===== config.mk =====
export PLATFORM = sky130hd
export DESIGN_NAME = execute_flat
export DESIGN_NICKNAME = d
export VERILOG_FILES = /design/src/rtl/execute_pkg.sv /design/src/rtl/execute_if.sv /design/src/rtl/execute_mul_iter.sv /design/src/rtl/execute.sv /design/src/flat_wrapper.sv
export SDC_FILE = /design/constraint.sdc
export NUM_CORES = 1
export LEC_CHECK = 0
export ABC_CLOCK_PERIOD_IN_PS = 4900
export CAP_MARGIN = 5
export CORE_ASPECT_RATIO = 2
export CORE_MARGIN = 8
export CORE_UTILIZATION = 39
export DETAILED_ROUTE_END_ITERATION = 8
export PLACE_DENSITY = 0.59
export RECOVER_POWER = 25
export SLEW_MARGIN = 10
export SYNTH_ARGS = -nofsm -noshare
export SYNTH_HDL_FRONTEND = slang
export SYNTH_SLANG_ARGS = --single-unit

===== constraint.sdc =====
create_clock -name clk -period 4.9 [get_ports clk]
set_clock_uncertainty 0.15 [all_clocks]
set_input_delay 0.98 -clock clk [delete_from_list [all_inputs] [get_ports clk]]
set_output_delay 0.98 -clock clk [all_outputs]
set_load 0.03 [all_outputs]

===== src/rtl/execute_pkg.sv =====
// execute_pkg: shared ALUOp/funct codes, ALU operation enum and the MULT
// sequencer state enum for the MIPS EX stage.
package execute_pkg;

  // ALUOp field of id_ex_execute, as produced by decode
  localparam logic [1:0] ALUOP_ADD   = 2'b00;
  localparam logic [1:0] ALUOP_SUB   = 2'b01;
  localparam logic [1:0] ALUOP_FUNCT = 2'b10;
  localparam logic [1:0] ALUOP_OR    = 2'b11;

  // R-type funct codes understood by the ALU control
  localparam logic [5:0] FUNCT_ADD  = 6'h20;
  localparam logic [5:0] FUNCT_SUB  = 6'h22;
  localparam logic [5:0] FUNCT_AND  = 6'h24;
  localparam logic [5:0] FUNCT_OR   = 6'h25;
  localparam logic [5:0] FUNCT_SLT  = 6'h2A;
  localparam logic [5:0] FUNCT_MULT = 6'h18;

  typedef enum logic [2:0] {
    ALU_ADD,
    ALU_SUB,
    ALU_AND,
    ALU_OR,
    ALU_SLT,
    ALU_MUL,
    ALU_ZERO
  } alu_op_e;

  typedef enum logic [1:0] {
    IDLE,
    BUSY,
    DONE
  } mul_state_e;

  // ALU control: ALUOp selects a fixed op, or defers to the funct field.
  // Unknown funct codes produce a zero result but still pass control through.
  function automatic alu_op_e alu_ctl(input logic [1:0] aluop, input logic [5:0] funct);
    alu_op_e op;
    op = ALU_ZERO;
    case (aluop)
      ALUOP_ADD: op = ALU_ADD;
      ALUOP_SUB: op = ALU_SUB;
      ALUOP_OR:  op = ALU_OR;
      default: begin
        case (funct)
          FUNCT_ADD:  op = ALU_ADD;
          FUNCT_SUB:  op = ALU_SUB;
          FUNCT_AND:  op = ALU_AND;
          FUNCT_OR:   op = ALU_OR;
          FUNCT_SLT:  op = ALU_SLT;
          FUNCT_MULT: op = ALU_MUL;
          default:    op = ALU_ZERO;
        endcase
      end
    endcase
    return op;
  endfunction

endpackage


===== src/rtl/execute_if.sv =====
// execute_if: ID/EX latch fields into the EX stage and EX/MEM latch fields
// out of it. The slave modport is the EX stage; the master is its environment.
// Optional macro EXECUTE_FWD_EN adds the rs specifier and MEM/WB writeback
// signals used for operand forwarding.
interface execute_if #(
  parameter int DATA_W     = 32,
  parameter int REG_ADDR_W = 5
);

  logic [1:0]            id_ex_wb;
  logic [2:0]            id_ex_mem;
  logic [3:0]            id_ex_execute;
  logic [DATA_W-1:0]     id_ex_npc;
  logic [DATA_W-1:0]     id_ex_readdat1;
  logic [DATA_W-1:0]     id_ex_readdat2;
  logic [DATA_W-1:0]     id_ex_sign_ext;
  logic [REG_ADDR_W-1:0] id_ex_instr_bits_20_16;
  logic [REG_ADDR_W-1:0] id_ex_instr_bits_15_11;
`ifdef EXECUTE_FWD_EN
  logic [REG_ADDR_W-1:0] id_ex_instr_bits_25_21;
  logic                  mem_wb_reg_write;
  logic [REG_ADDR_W-1:0] mem_wb_write_reg;
  logic [DATA_W-1:0]     mem_wb_write_data;
`endif

  logic                  ex_stall;
  logic [1:0]            ex_mem_wb;
  logic [2:0]            ex_mem_m;
  logic [DATA_W-1:0]     ex_mem_btgt;
  logic                  ex_mem_zero;
  logic [DATA_W-1:0]     ex_mem_alu_result;
  logic [DATA_W-1:0]     ex_mem_rdata2;
  logic [REG_ADDR_W-1:0] ex_mem_write_reg;

  modport slave (
`ifdef EXECUTE_FWD_EN
    input  id_ex_instr_bits_25_21, mem_wb_reg_write, mem_wb_write_reg, mem_wb_write_data,
`endif
    input  id_ex_wb, id_ex_mem, id_ex_execute, id_ex_npc, id_ex_readdat1,
           id_ex_readdat2, id_ex_sign_ext, id_ex_instr_bits_20_16, id_ex_instr_bits_15_11,
    output ex_stall, ex_mem_wb, ex_mem_m, ex_mem_btgt, ex_mem_zero,
           ex_mem_alu_result, ex_mem_rdata2, ex_mem_write_reg
  );

  modport master (
`ifdef EXECUTE_FWD_EN
    output id_ex_instr_bits_25_21, mem_wb_reg_write, mem_wb_write_reg, mem_wb_write_data,
`endif
    output id_ex_wb, id_ex_mem, id_ex_execute, id_ex_npc, id_ex_readdat1,
           id_ex_readdat2, id_ex_sign_ext, id_ex_instr_bits_20_16, id_ex_instr_bits_15_11,
    input  ex_stall, ex_mem_wb, ex_mem_m, ex_mem_btgt, ex_mem_zero,
           ex_mem_alu_result, ex_mem_rdata2, ex_mem_write_reg
  );

endinterface


===== src/rtl/execute_mul_iter.sv =====
// mul_iter: iterative shift-add multiplier, one multiplier bit per cycle.
// IDLE loads operands on start, BUSY runs DATA_W iterations, DONE presents
// the low DATA_W bits of the product for exactly one cycle.
module mul_iter
  import execute_pkg::*;
#(
  parameter int DATA_W = 32
) (
  input  logic              clk,
  input  logic              rst,
  input  logic              start,
  input  logic [DATA_W-1:0] op_a,
  input  logic [DATA_W-1:0] op_b,
  output logic              busy,
  output logic              done,
  output logic [DATA_W-1:0] product
);

  localparam int               CNT_W = $clog2(DATA_W);
  localparam logic [CNT_W-1:0] LAST  = CNT_W'(DATA_W - 1);

  mul_state_e        state_q, state_d;
  logic [CNT_W-1:0]  count_q, count_d;
  logic [DATA_W-1:0] mcand_q, mcand_d;
  logic [DATA_W-1:0] mplier_q, mplier_d;
  logic [DATA_W-1:0] acc_q, acc_d;

  // Sequencer state and datapath registers; reset aborts any multiply in flight
  always_ff @(posedge clk or negedge rst) begin
    if (!rst) begin
      state_q  <= IDLE;
      count_q  <= '0;
      mcand_q  <= '0;
      mplier_q <= '0;
      acc_q    <= '0;
    end else begin
      state_q  <= state_d;
      count_q  <= count_d;
      mcand_q  <= mcand_d;
      mplier_q <= mplier_d;
      acc_q    <= acc_d;
    end
  end

  // Next state: load in IDLE, add-and-shift in BUSY, single-cycle DONE.
  // Bits shifted out of the multiplicand only affect the discarded HI word.
  always_comb begin
    state_d  = state_q;
    count_d  = count_q;
    mcand_d  = mcand_q;
    mplier_d = mplier_q;
    acc_d    = acc_q;
    case (state_q)
      IDLE: begin
        if (start) begin
          mcand_d  = op_a;
          mplier_d = op_b;
          acc_d    = '0;
          count_d  = '0;
          state_d  = BUSY;
        end
      end
      BUSY: begin
        if (mplier_q[0]) begin
          acc_d = acc_q + mcand_q;
        end
        mcand_d  = mcand_q << 1;
        mplier_d = mplier_q >> 1;
        count_d  = count_q + CNT_W'(1);
        if (count_q == LAST) begin
          state_d = DONE;
        end
      end
      DONE: begin
        state_d = IDLE;
      end
      default: begin
        state_d = IDLE;
      end
    endcase
  end

  assign busy    = (state_q == BUSY);
  assign done    = (state_q == DONE);
  assign product = acc_q;

endmodule


===== src/rtl/execute.sv =====
// execute: EX stage of the 5-stage MIPS pipeline. ALU control, ALU, branch
// target adder, destination select and the EX/MEM latch, plus an iterative
// MULT unit that stalls upstream while it runs.
// Optional macro EXECUTE_FWD_EN enables EX/MEM and MEM/WB operand forwarding.
module execute
  import execute_pkg::*;
#(
  parameter int DATA_W     = 32,
  parameter int REG_ADDR_W = 5
) (
  input logic      clk,
  input logic      rst,
  execute_if.slave bus
);

  logic                  reg_dst;
  logic [1:0]            aluop;
  logic                  alu_src;
  logic [5:0]            funct;
  alu_op_e               alu_op;
  logic                  is_mult;

  logic [DATA_W-1:0]     opnd_a;
  logic [DATA_W-1:0]     opnd_b;
  logic [DATA_W-1:0]     alu_b;
  logic [DATA_W-1:0]     alu_result;
  logic [DATA_W-1:0]     result_sel;
  logic [DATA_W-1:0]     btgt;
  logic [REG_ADDR_W-1:0] write_reg;

  logic                  mul_busy;
  logic                  mul_done;
  logic [DATA_W-1:0]     mul_product;
  logic                  stall;

  logic [1:0]            ex_mem_wb_q, ex_mem_wb_d;
  logic [2:0]            ex_mem_m_q, ex_mem_m_d;
  logic [DATA_W-1:0]     ex_mem_btgt_q, ex_mem_btgt_d;
  logic                  ex_mem_zero_q, ex_mem_zero_d;
  logic [DATA_W-1:0]     ex_mem_alu_result_q, ex_mem_alu_result_d;
  logic [DATA_W-1:0]     ex_mem_rdata2_q, ex_mem_rdata2_d;
  logic [REG_ADDR_W-1:0] ex_mem_write_reg_q, ex_mem_write_reg_d;

  assign reg_dst = bus.id_ex_execute[3];
  assign aluop   = bus.id_ex_execute[2:1];
  assign alu_src = bus.id_ex_execute[0];
  assign funct   = bus.id_ex_sign_ext[5:0];
  assign alu_op  = alu_ctl(aluop, funct);
  assign is_mult = (alu_op == ALU_MUL);

`ifdef EXECUTE_FWD_EN
  logic ex_hit_a, ex_hit_b, wb_hit_a, wb_hit_b;

  // A result writing r0 is never forwarded; the older MEM/WB value loses to EX/MEM
  assign ex_hit_a = ex_mem_wb_q[1] && (ex_mem_write_reg_q != '0) &&
                    (ex_mem_write_reg_q == bus.id_ex_instr_bits_25_21);
  assign ex_hit_b = ex_mem_wb_q[1] && (ex_mem_write_reg_q != '0) &&
                    (ex_mem_write_reg_q == bus.id_ex_instr_bits_20_16);
  assign wb_hit_a = bus.mem_wb_reg_write && (bus.mem_wb_write_reg != '0) &&
                    (bus.mem_wb_write_reg == bus.id_ex_instr_bits_25_21);
  assign wb_hit_b = bus.mem_wb_reg_write && (bus.mem_wb_write_reg != '0) &&
                    (bus.mem_wb_write_reg == bus.id_ex_instr_bits_20_16);

  // Forwarding muxes for the rs and rt operands
  always_comb begin
    opnd_a = bus.id_ex_readdat1;
    opnd_b = bus.id_ex_readdat2;
    if (ex_hit_a) begin
      opnd_a = ex_mem_alu_result_q;
    end else if (wb_hit_a) begin
      opnd_a = bus.mem_wb_write_data;
    end
    if (ex_hit_b) begin
      opnd_b = ex_mem_alu_result_q;
    end else if (wb_hit_b) begin
      opnd_b = bus.mem_wb_write_data;
    end
  end
`else
  // Without forwarding the register-file values are used as read
  always_comb begin
    opnd_a = bus.id_ex_readdat1;
    opnd_b = bus.id_ex_readdat2;
  end
`endif

  assign alu_b     = alu_src ? bus.id_ex_sign_ext : opnd_b;
  assign btgt      = bus.id_ex_npc + (bus.id_ex_sign_ext << 2);
  assign write_reg = reg_dst ? bus.id_ex_instr_bits_15_11 : bus.id_ex_instr_bits_20_16;

  // Single-cycle ALU; MULT yields zero here because its result comes from mul_iter
  always_comb begin
    alu_result = '0;
    case (alu_op)
      ALU_ADD: alu_result = opnd_a + alu_b;
      ALU_SUB: alu_result = opnd_a - alu_b;
      ALU_AND: alu_result = opnd_a & alu_b;
      ALU_OR:  alu_result = opnd_a | alu_b;
      ALU_SLT: alu_result = {{(DATA_W-1){1'b0}}, ($signed(opnd_a) < $signed(alu_b))};
      default: alu_result = '0;
    endcase
  end

  // start is only honoured in IDLE, so a MULT still held in ID/EX during DONE
  // does not relaunch the sequence
  mul_iter #(
    .DATA_W (DATA_W)
  ) u_mul_iter (
    .clk     (clk),
    .rst     (rst),
    .start   (is_mult),
    .op_a    (opnd_a),
    .op_b    (alu_b),
    .busy    (mul_busy),
    .done    (mul_done),
    .product (mul_product)
  );

  // Stall while a MULT waits to start or is iterating; released in DONE so
  // upstream advances on the same edge that captures the product
  assign stall        = (is_mult && !mul_busy && !mul_done) || mul_busy;
  assign bus.ex_stall = rst && stall;

  assign result_sel = mul_done ? mul_product : alu_result;

  // EX/MEM next value: bubble the control fields while stalled
  always_comb begin
    ex_mem_wb_d         = bus.id_ex_wb;
    ex_mem_m_d          = bus.id_ex_mem;
    ex_mem_btgt_d       = btgt;
    ex_mem_alu_result_d = result_sel;
    ex_mem_zero_d       = (result_sel == '0);
    ex_mem_rdata2_d     = opnd_b;
    ex_mem_write_reg_d  = write_reg;
    if (stall) begin
      ex_mem_wb_d = '0;
      ex_mem_m_d  = '0;
    end
  end

  // EX/MEM pipeline latch
  always_ff @(posedge clk or negedge rst) begin
    if (!rst) begin
      ex_mem_wb_q         <= '0;
      ex_mem_m_q          <= '0;
      ex_mem_btgt_q       <= '0;
      ex_mem_zero_q       <= 1'b0;
      ex_mem_alu_result_q <= '0;
      ex_mem_rdata2_q     <= '0;
      ex_mem_write_reg_q  <= '0;
    end else begin
      ex_mem_wb_q         <= ex_mem_wb_d;
      ex_mem_m_q          <= ex_mem_m_d;
      ex_mem_btgt_q       <= ex_mem_btgt_d;
      ex_mem_zero_q       <= ex_mem_zero_d;
      ex_mem_alu_result_q <= ex_mem_alu_result_d;
      ex_mem_rdata2_q     <= ex_mem_rdata2_d;
      ex_mem_write_reg_q  <= ex_mem_write_reg_d;
    end
  end

  assign bus.ex_mem_wb         = ex_mem_wb_q;
  assign bus.ex_mem_m          = ex_mem_m_q;
  assign bus.ex_mem_btgt       = ex_mem_btgt_q;
  assign bus.ex_mem_zero       = ex_mem_zero_q;
  assign bus.ex_mem_alu_result = ex_mem_alu_result_q;
  assign bus.ex_mem_rdata2     = ex_mem_rdata2_q;
  assign bus.ex_mem_write_reg  = ex_mem_write_reg_q;

endmodule


===== src/flat_wrapper.sv =====
// flat-port wrapper written by rule: the top's interface ports become plain ports
module execute_flat import execute_pkg::*;
#(
  parameter int DATA_W     = 32,
  parameter int REG_ADDR_W = 5
)
  (clk, rst, bus_id_ex_wb, bus_id_ex_mem, bus_id_ex_execute, bus_id_ex_npc, bus_id_ex_readdat1, bus_id_ex_readdat2, bus_id_ex_sign_ext, bus_id_ex_instr_bits_20_16, bus_id_ex_instr_bits_15_11, bus_ex_stall, bus_ex_mem_wb, bus_ex_mem_m, bus_ex_mem_btgt, bus_ex_mem_zero, bus_ex_mem_alu_result, bus_ex_mem_rdata2, bus_ex_mem_write_reg);
  execute_if #(.DATA_W(DATA_W), .REG_ADDR_W(REG_ADDR_W)) bus_i ();
  input logic clk;
  input logic rst;
  input wire logic [$bits(bus_i.id_ex_wb)-1:0] bus_id_ex_wb;
  input wire logic [$bits(bus_i.id_ex_mem)-1:0] bus_id_ex_mem;
  input wire logic [$bits(bus_i.id_ex_execute)-1:0] bus_id_ex_execute;
  input wire logic [$bits(bus_i.id_ex_npc)-1:0] bus_id_ex_npc;
  input wire logic [$bits(bus_i.id_ex_readdat1)-1:0] bus_id_ex_readdat1;
  input wire logic [$bits(bus_i.id_ex_readdat2)-1:0] bus_id_ex_readdat2;
  input wire logic [$bits(bus_i.id_ex_sign_ext)-1:0] bus_id_ex_sign_ext;
  input wire logic [$bits(bus_i.id_ex_instr_bits_20_16)-1:0] bus_id_ex_instr_bits_20_16;
  input wire logic [$bits(bus_i.id_ex_instr_bits_15_11)-1:0] bus_id_ex_instr_bits_15_11;
  output wire logic [$bits(bus_i.ex_stall)-1:0] bus_ex_stall;
  output wire logic [$bits(bus_i.ex_mem_wb)-1:0] bus_ex_mem_wb;
  output wire logic [$bits(bus_i.ex_mem_m)-1:0] bus_ex_mem_m;
  output wire logic [$bits(bus_i.ex_mem_btgt)-1:0] bus_ex_mem_btgt;
  output wire logic [$bits(bus_i.ex_mem_zero)-1:0] bus_ex_mem_zero;
  output wire logic [$bits(bus_i.ex_mem_alu_result)-1:0] bus_ex_mem_alu_result;
  output wire logic [$bits(bus_i.ex_mem_rdata2)-1:0] bus_ex_mem_rdata2;
  output wire logic [$bits(bus_i.ex_mem_write_reg)-1:0] bus_ex_mem_write_reg;
  assign bus_i.id_ex_wb = bus_id_ex_wb;
  assign bus_i.id_ex_mem = bus_id_ex_mem;
  assign bus_i.id_ex_execute = bus_id_ex_execute;
  assign bus_i.id_ex_npc = bus_id_ex_npc;
  assign bus_i.id_ex_readdat1 = bus_id_ex_readdat1;
  assign bus_i.id_ex_readdat2 = bus_id_ex_readdat2;
  assign bus_i.id_ex_sign_ext = bus_id_ex_sign_ext;
  assign bus_i.id_ex_instr_bits_20_16 = bus_id_ex_instr_bits_20_16;
  assign bus_i.id_ex_instr_bits_15_11 = bus_id_ex_instr_bits_15_11;
  assign bus_ex_stall = bus_i.ex_stall;
  assign bus_ex_mem_wb = bus_i.ex_mem_wb;
  assign bus_ex_mem_m = bus_i.ex_mem_m;
  assign bus_ex_mem_btgt = bus_i.ex_mem_btgt;
  assign bus_ex_mem_zero = bus_i.ex_mem_zero;
  assign bus_ex_mem_alu_result = bus_i.ex_mem_alu_result;
  assign bus_ex_mem_rdata2 = bus_i.ex_mem_rdata2;
  assign bus_ex_mem_write_reg = bus_i.ex_mem_write_reg;
  execute #(.DATA_W(DATA_W), .REG_ADDR_W(REG_ADDR_W)) u_core (.clk(clk), .rst(rst), .bus(bus_i));
endmodule

# Yosys cells after proc, flatten, opt, wreduce, memory -nomap -nowiden
# Cells that the tools add are included.
# word_totals
reg_bits	210
out_inout_bits	108
in_bits	149
elab_cells	73
# classes
n_reduce_logical	14
add_sub_neg	5
eq_ne	19
bitwise_logic	2
order_cmp	1
muxes	20
# op_table
op	n
$mux 32	6
$pmux 32 s2	3
$pmux 32 s5	1
$add 32x32->32	3
$and 32x32->32	1
$logic_not 32->1	1
$lt 32x32->1	1
$or 32x32->32	1
$sub 32x32->32	1
$eq 6x6->1 const B	5
$pmux 3 s6	1
$mux 5	2
$pmux 5 s2	1
$pmux 3 s3	1
$eq 3x2->1 const B	2
$eq 3x3->1 const B	2
$eq 6x5->1 const B	1
$mux 2	3
$add 5x1->5 const B	1
$eq 5x5->1 const B	1
$eq 2x1->1 const B	2
$eq 2x2->1 const B	2
$logic_not 2->1	2
$ne 2x2->1 const B	2
11 further kinds	15

# Depth between registers and ports, before layout
# logic_depth
word_depth	8
depth_mapped	17
depth_no_buf	16

# Hierarchy
# From an unflattened synthesis, not the netlist that was laid out.
# hier_totals
cells_unflattened	1944
area_unflattened_um2	16519.6
# modules_own_cells
module	area_each_um2	instances	cells_each	seq_area_each_um2
execute	10523.8	1	1269	2677.6
mul_iter	5995.8	1	675	2577.5

# Worst setup path before layout
# No wires, ideal clock.
# synth_path
kind	in2reg
from	input bus_id_ex_execute[0]
to	register u_core.ex_mem_zero_q, in the netlist u_core.bus.ex_mem_zero
setup_slack_ns	-0.371
arrival_ns	5.054
path_buffers	2
t_required_ns	4.684
stages	17
path_cell_list	clkbuf_1 > buf_1 > mux2i_1 > inv_1 > fa_1 > a211o_1 > nand3_1 > a31oi_1 > a21o_1 > a221oi_2 > o311ai_1 > a221oi_1 > o21ai_0 > or3_1 > or4_1 > nor4_2 > and2_1
# synth_between
elab_chain_len	5
# synth_lines
item	line_no	rtl
from (decl)	flat_wrapper.sv:13	input wire logic [$bits(bus_i.id_ex_execute)-1:0] bus_id_ex_execute;
$mux 32 (*)	execute.sv:87	assign alu_b = alu_src ? bus.id_ex_sign_ext : opnd_b;
$sub 32x32->32, or another cell as far along	execute.sv:96	ALU_SUB: alu_result = opnd_a - alu_b;
$pmux 32 s5 (*)	execute.sv:94	case (alu_op)
$mux 32 (*)	execute.sv:124	assign result_sel = mul_done ? mul_product : alu_result;
named net u_core.ex_mem_alu_result_d[20]	execute.sv:40	logic [DATA_W-1:0] ex_mem_alu_result_q, ex_mem_alu_result_d;
$logic_not 32->1 (*)	execute.sv:132	ex_mem_zero_d = (result_sel == '0);
named net u_core.ex_mem_zero_d	execute.sv:39	logic ex_mem_zero_q, ex_mem_zero_d;
to (signal assigned)	execute.sv:155	ex_mem_zero_q <= ex_mem_zero_d;
to (decl)	execute.sv:39	
# The timed path passes the listed nets; every way through them passes the cells marked *.
# A chain may end at the register's enable or synchronous reset.

# Worst setup path after layout
# layout_path
from	input bus_id_ex_readdat2[13]
to	register u_core.ex_mem_zero_q, in the netlist u_core.bus.ex_mem_zero
# layout_between
elab_chain_len	5
# layout_lines
item	line_no	rtl
from (decl)	flat_wrapper.sv:16	input wire logic [$bits(bus_i.id_ex_readdat2)-1:0] bus_id_ex_readdat2;
$mux 32 (*)	execute.sv:87	
$sub 32x32->32 or $add 32x32->32 (tied branches)	execute.sv:96, execute.sv:95	
$pmux 32 s5 (*)	execute.sv:94	
$mux 32 (*)	execute.sv:124	
named net u_core.ex_mem_alu_result_d[20]	execute.sv:40	
$logic_not 32->1 (*)	execute.sv:132	
named net u_core.ex_mem_zero_d	execute.sv:39	
# Marks and branches as above.

==> results.toml <==
[critical_path]
required_ps = 5240
critical_path_class = "input pin to register"
cp_max_fo = 5
reg2reg_slack_ps = 400
slowest_delay_ps = 590
path_delay_family = "simple AND/OR/NAND/NOR gates"
crit_arrival_ps = 5160
r2r_start = "u_core.u_mul_iter.product[0]"
slowest_stage = "dlygate4sd3_1"
cp-end-kind = "register"
reg2reg_depth = 14
path_common_cell = "o21ai_1"
crit_buf_inv = 2
path_depth = 16
path_cells = "dlygate4sd3_1 > mux2i_1 > ha_1 > and4bb_2 > o21a_1 > a211oi_1 > o21ai_1 > buf_4 > o21a_4 > a21oi_1 > o221a_2 > o21ai_1 > or3_1 > or4_4 > nor4_2 > and2_1"
startpoint = "bus_id_ex_readdat2[13]"
critPathLaunchType = "input pin"
r2r-end = "u_core.u_mul_iter.product[28]"
crit_path_end = "u_core.bus.ex_mem_zero"

[timing]
worst_slew_pin_slew_ps = 1910
slew_viol_final = 163
rsz0062_at_grt = "true"
hold_violations = 0
slew_headroom_pct = -27.2
max_clock_freq_mhz = 207
min_period_ps = 4820
setup_viol = 0
holdWs_ps = 330
finalCritPeriodShare_pct = 98.5

[pwr]
p_int_mw = 4.34
switching_share_pct = 36.8
seq_power_share_pct = 31.0
clkPwrFrac_pct = 25.8
leakagePower_nw = 10.8
power_switching_mw = 2.53
p_per_area_nw_per_um2 = 295
pwr-share-comb_pct = 43.2
ir_worst_vdd_mv = 0.266

[route]
drt_iter0_markers = 969
drc = 0
ant_nets = 0
detail_route.vias_per_cell = 5.41
vias = 16687
detail_route.wl_per_cell_um = 21.0
wl_mm = 64.8
drtPass1Iterations = 5

[global_route]
grtUsageMet3_pct = 3.98
grt_overflow = 0
track_usage_pct = 25.5
grt_pass1_vias = 16751
grt_max_degree = 145
grt.busiest_layer = "met2"
grt_pass1_wl_mm = 97.0
antenna_found_initial = 0
met2_usage_pct = 45.9
grtUsageMet1_pct = 27.1

[clocking]
clk_path_buf_depth = 3
numCtsBuffers = 22
path_clk_slew_ps = 70
cts_htree_levels = 1
clockRootBuffer = "clkbuf_16"
cts.sinks = 210
cts_tree = "done"
clk_latency_ps = 550

[place]
numPlacedInstances = 3036
gp_congestion = 1.00
place_hpwl_mm = 52.7
port_buffers = 256

[floorplanning]
start_util_pct = 39.2
core_area_sq_um = 41400
io_pins = 257
die_h_um = 305
dieArea_sq_um = 48800
die_w_um = 160
rows = 106

[yosys]
syn_avg_cell_area_sq_um = 8.41
synth_edf_count = 0
netlist-cell-type-count = 90
synth-seq-area-share_pct = 32.4
syn_inst = 1930
ys_warn_count = 0
synth_top_area_share_pct = 32.4
synth_area_leaders = "dfrtp_1 32%, ha_1 14%, a21oi_1 5.3%, o21ai_0 5.1%, nor2_1 4.5%"
synthesis.area_sq_um = 16200
synth_seq_cells = 210
synth_nets = 2259
synth_area_leader_cell = "dfrtp_1"
async_flop_share_pct = 100
synthFlopType = "dfrtp_1"

[final_layout]
synthToLayoutAreaGrowth_pct = 43.6
ff_latch_area_sq_um = 5260
multi_input_area_sq_um = 10600
antennaDiodeCount = 0
fill_cells = 3914
drive_above_1_share_pct = 21.3
finalNetCount = 2857
final_cell_count_no_fill = 3083

[status]
violations = "capacitance limit, slew limit"
status = "finished, violations left"

[worst_hold_path]
hp-class = "register to register"

[run]
cap_violations = 2
[cell usage after synthesis (6+ instances only)]
master,instances
buf_1,6
o31ai_1,17
nand2_1,172
ha_1,176
nand3_1,38
clkbuf_1,75
and2_1,18
nand4_1,12
o21bai_1,14
a21oi_1,171
or2_2,8
nor3_1,36
xnor2_1,46
a221o_1,6
a221oi_1,13
a211oi_1,17
xor2_1,22
a2111oi_0,6
and3_1,15
o211ai_1,20
or3_1,7
inv_1,110
o22ai_1,9
dfrtp_1,210
nor2b_1,30
nand2b_1,29
a22oi_1,20
o21a_1,20
nor2_1,196
o21ai_0,167
nor4_1,12
mux2i_1,36
a31oi_1,23
a21o_1,31
a211o_1,7
mux2_2,7
[worst min path at each step]
| stage | from | to | slack (ps) | cells after the start |
|---|---|---|---|---|
| 2_1_floorplan | u_core.u_mul_iter.mplier_q[31] | u_core.u_mul_iter.mplier_q[30] | 300 | 2 |
| 3_3_place_gp | u_core.u_mul_iter.mplier_q[30] | u_core.u_mul_iter.mplier_q[29] | 310 | 2 |
| 3_5_place_dp | u_core.u_mul_iter.mplier_q[30] | u_core.u_mul_iter.mplier_q[29] | 320 | 2 |
| 4_1_cts | rst | u_core.u_mul_iter.mcand_q[30] | 100 | 1 |
| 5_1_grt | u_core.u_mul_iter.mplier_q[8] | u_core.u_mul_iter.mplier_q[7] | 340 | 2 |
| 6_report | u_core.u_mul_iter.mplier_q[8] | u_core.u_mul_iter.mplier_q[7] | 330 | 2 |
[layer usage]
layer  vias up  share of wire [%]
li1       8112                  -
met1      7900                 37
met2       519                 51
met3       156                4.8
met4         0                7.1
met5         -                  0
[cell usage in the layout, fill, tap and decap left out, types with 21 or more instances in the layout]
cell type / count
buf_4: 404
clkdlybuf4s50_1: 227
dfrtp_1: 210
nor2_1: 194
nand2_1: 172
a21oi_1: 170
ha_1: 169
o21ai_0: 161
inv_1: 110
xnor2_1: 46
nand3_1: 37
nor3_1: 33
a21o_1: 31
mux2i_1: 29
nand2b_1: 29
nor2b_1: 28
clkbuf_16: 23
dlygate4sd3_1: 23
xor2_1: 22
a31oi_1: 21
[worst min-delay path: stages, from the launching register on]
cell	delay (ps)
dfrtp_1	350
nand2_1	50
o21ai_0	60
[logic make-up after synthesis]
logic type	share of synthesized area, %
compound gates	25.0
xor+xnor	3.67
fa+ha+maj	14.1
buf+inv	4.88
flops	32.4
mux	2.71
simple gates	17.3
[power by group through the flow]
stage          sequential, mW  clock (mW)  combinational, mW
2_1_floorplan            2.35           0               1.35
3_3_place_gp             2.16           0               2.86
3_5_place_dp             2.16           0               2.88
4_1_cts                  2.13        1.82               2.91
5_1_grt                  2.15        1.88               3.22
6_report                 2.13        1.77               2.97
[layout make-up]
| cell class | instances | share of cell area, % |
|---|---|---|
| Multi-Input combinational cell | 1516 | 45.3 |
| Timing Repair Buffer | 665 | 24.3 |
| Sequential cell | 210 | 22.5 |
| Tap cell | 540 | 2.90 |
| Clock buffer | 28 | 2.76 |
| Inverter | 113 | 1.82 |
| Clock inverter | 11 | 0.435 |
[through the flow]
| stage | worst slack (ps) | TNS [ps] | total power, mW | util (%) | area [sq um] |
|---|---|---|---|---|---|
| after floorplan | 20.2 | 0 | 3.69 | - | 16300 |
| after global placement | -712 | -2210 | 5.02 | 53.6 | 22200 |
| after detailed placement | -803 | -2640 | 5.04 | 53.6 | 22200 |
| after CTS | -46.1 | -46.1 | 6.86 | 55.6 | 23000 |
| after global routing | -84.7 | -84.7 | 7.25 | 56.3 | 23300 |
| final | 75.6 | 0 | 6.87 | 56.3 | 23300 |
[timing repair]
| action | 4_1_cts | 5_1_grt |
|---|---|---|
| setup endpoints to repair | 2 | 2 |
| hold buffers | 0 | 0 |
| pin swaps | 13 | 13 |
| resized for setup | 20 | 54 |
| hold endpoints to repair | 0 | 0 |
| setup buffers | 3 | 5 |
Note: power is estimated with default switching activity, not from simulation.
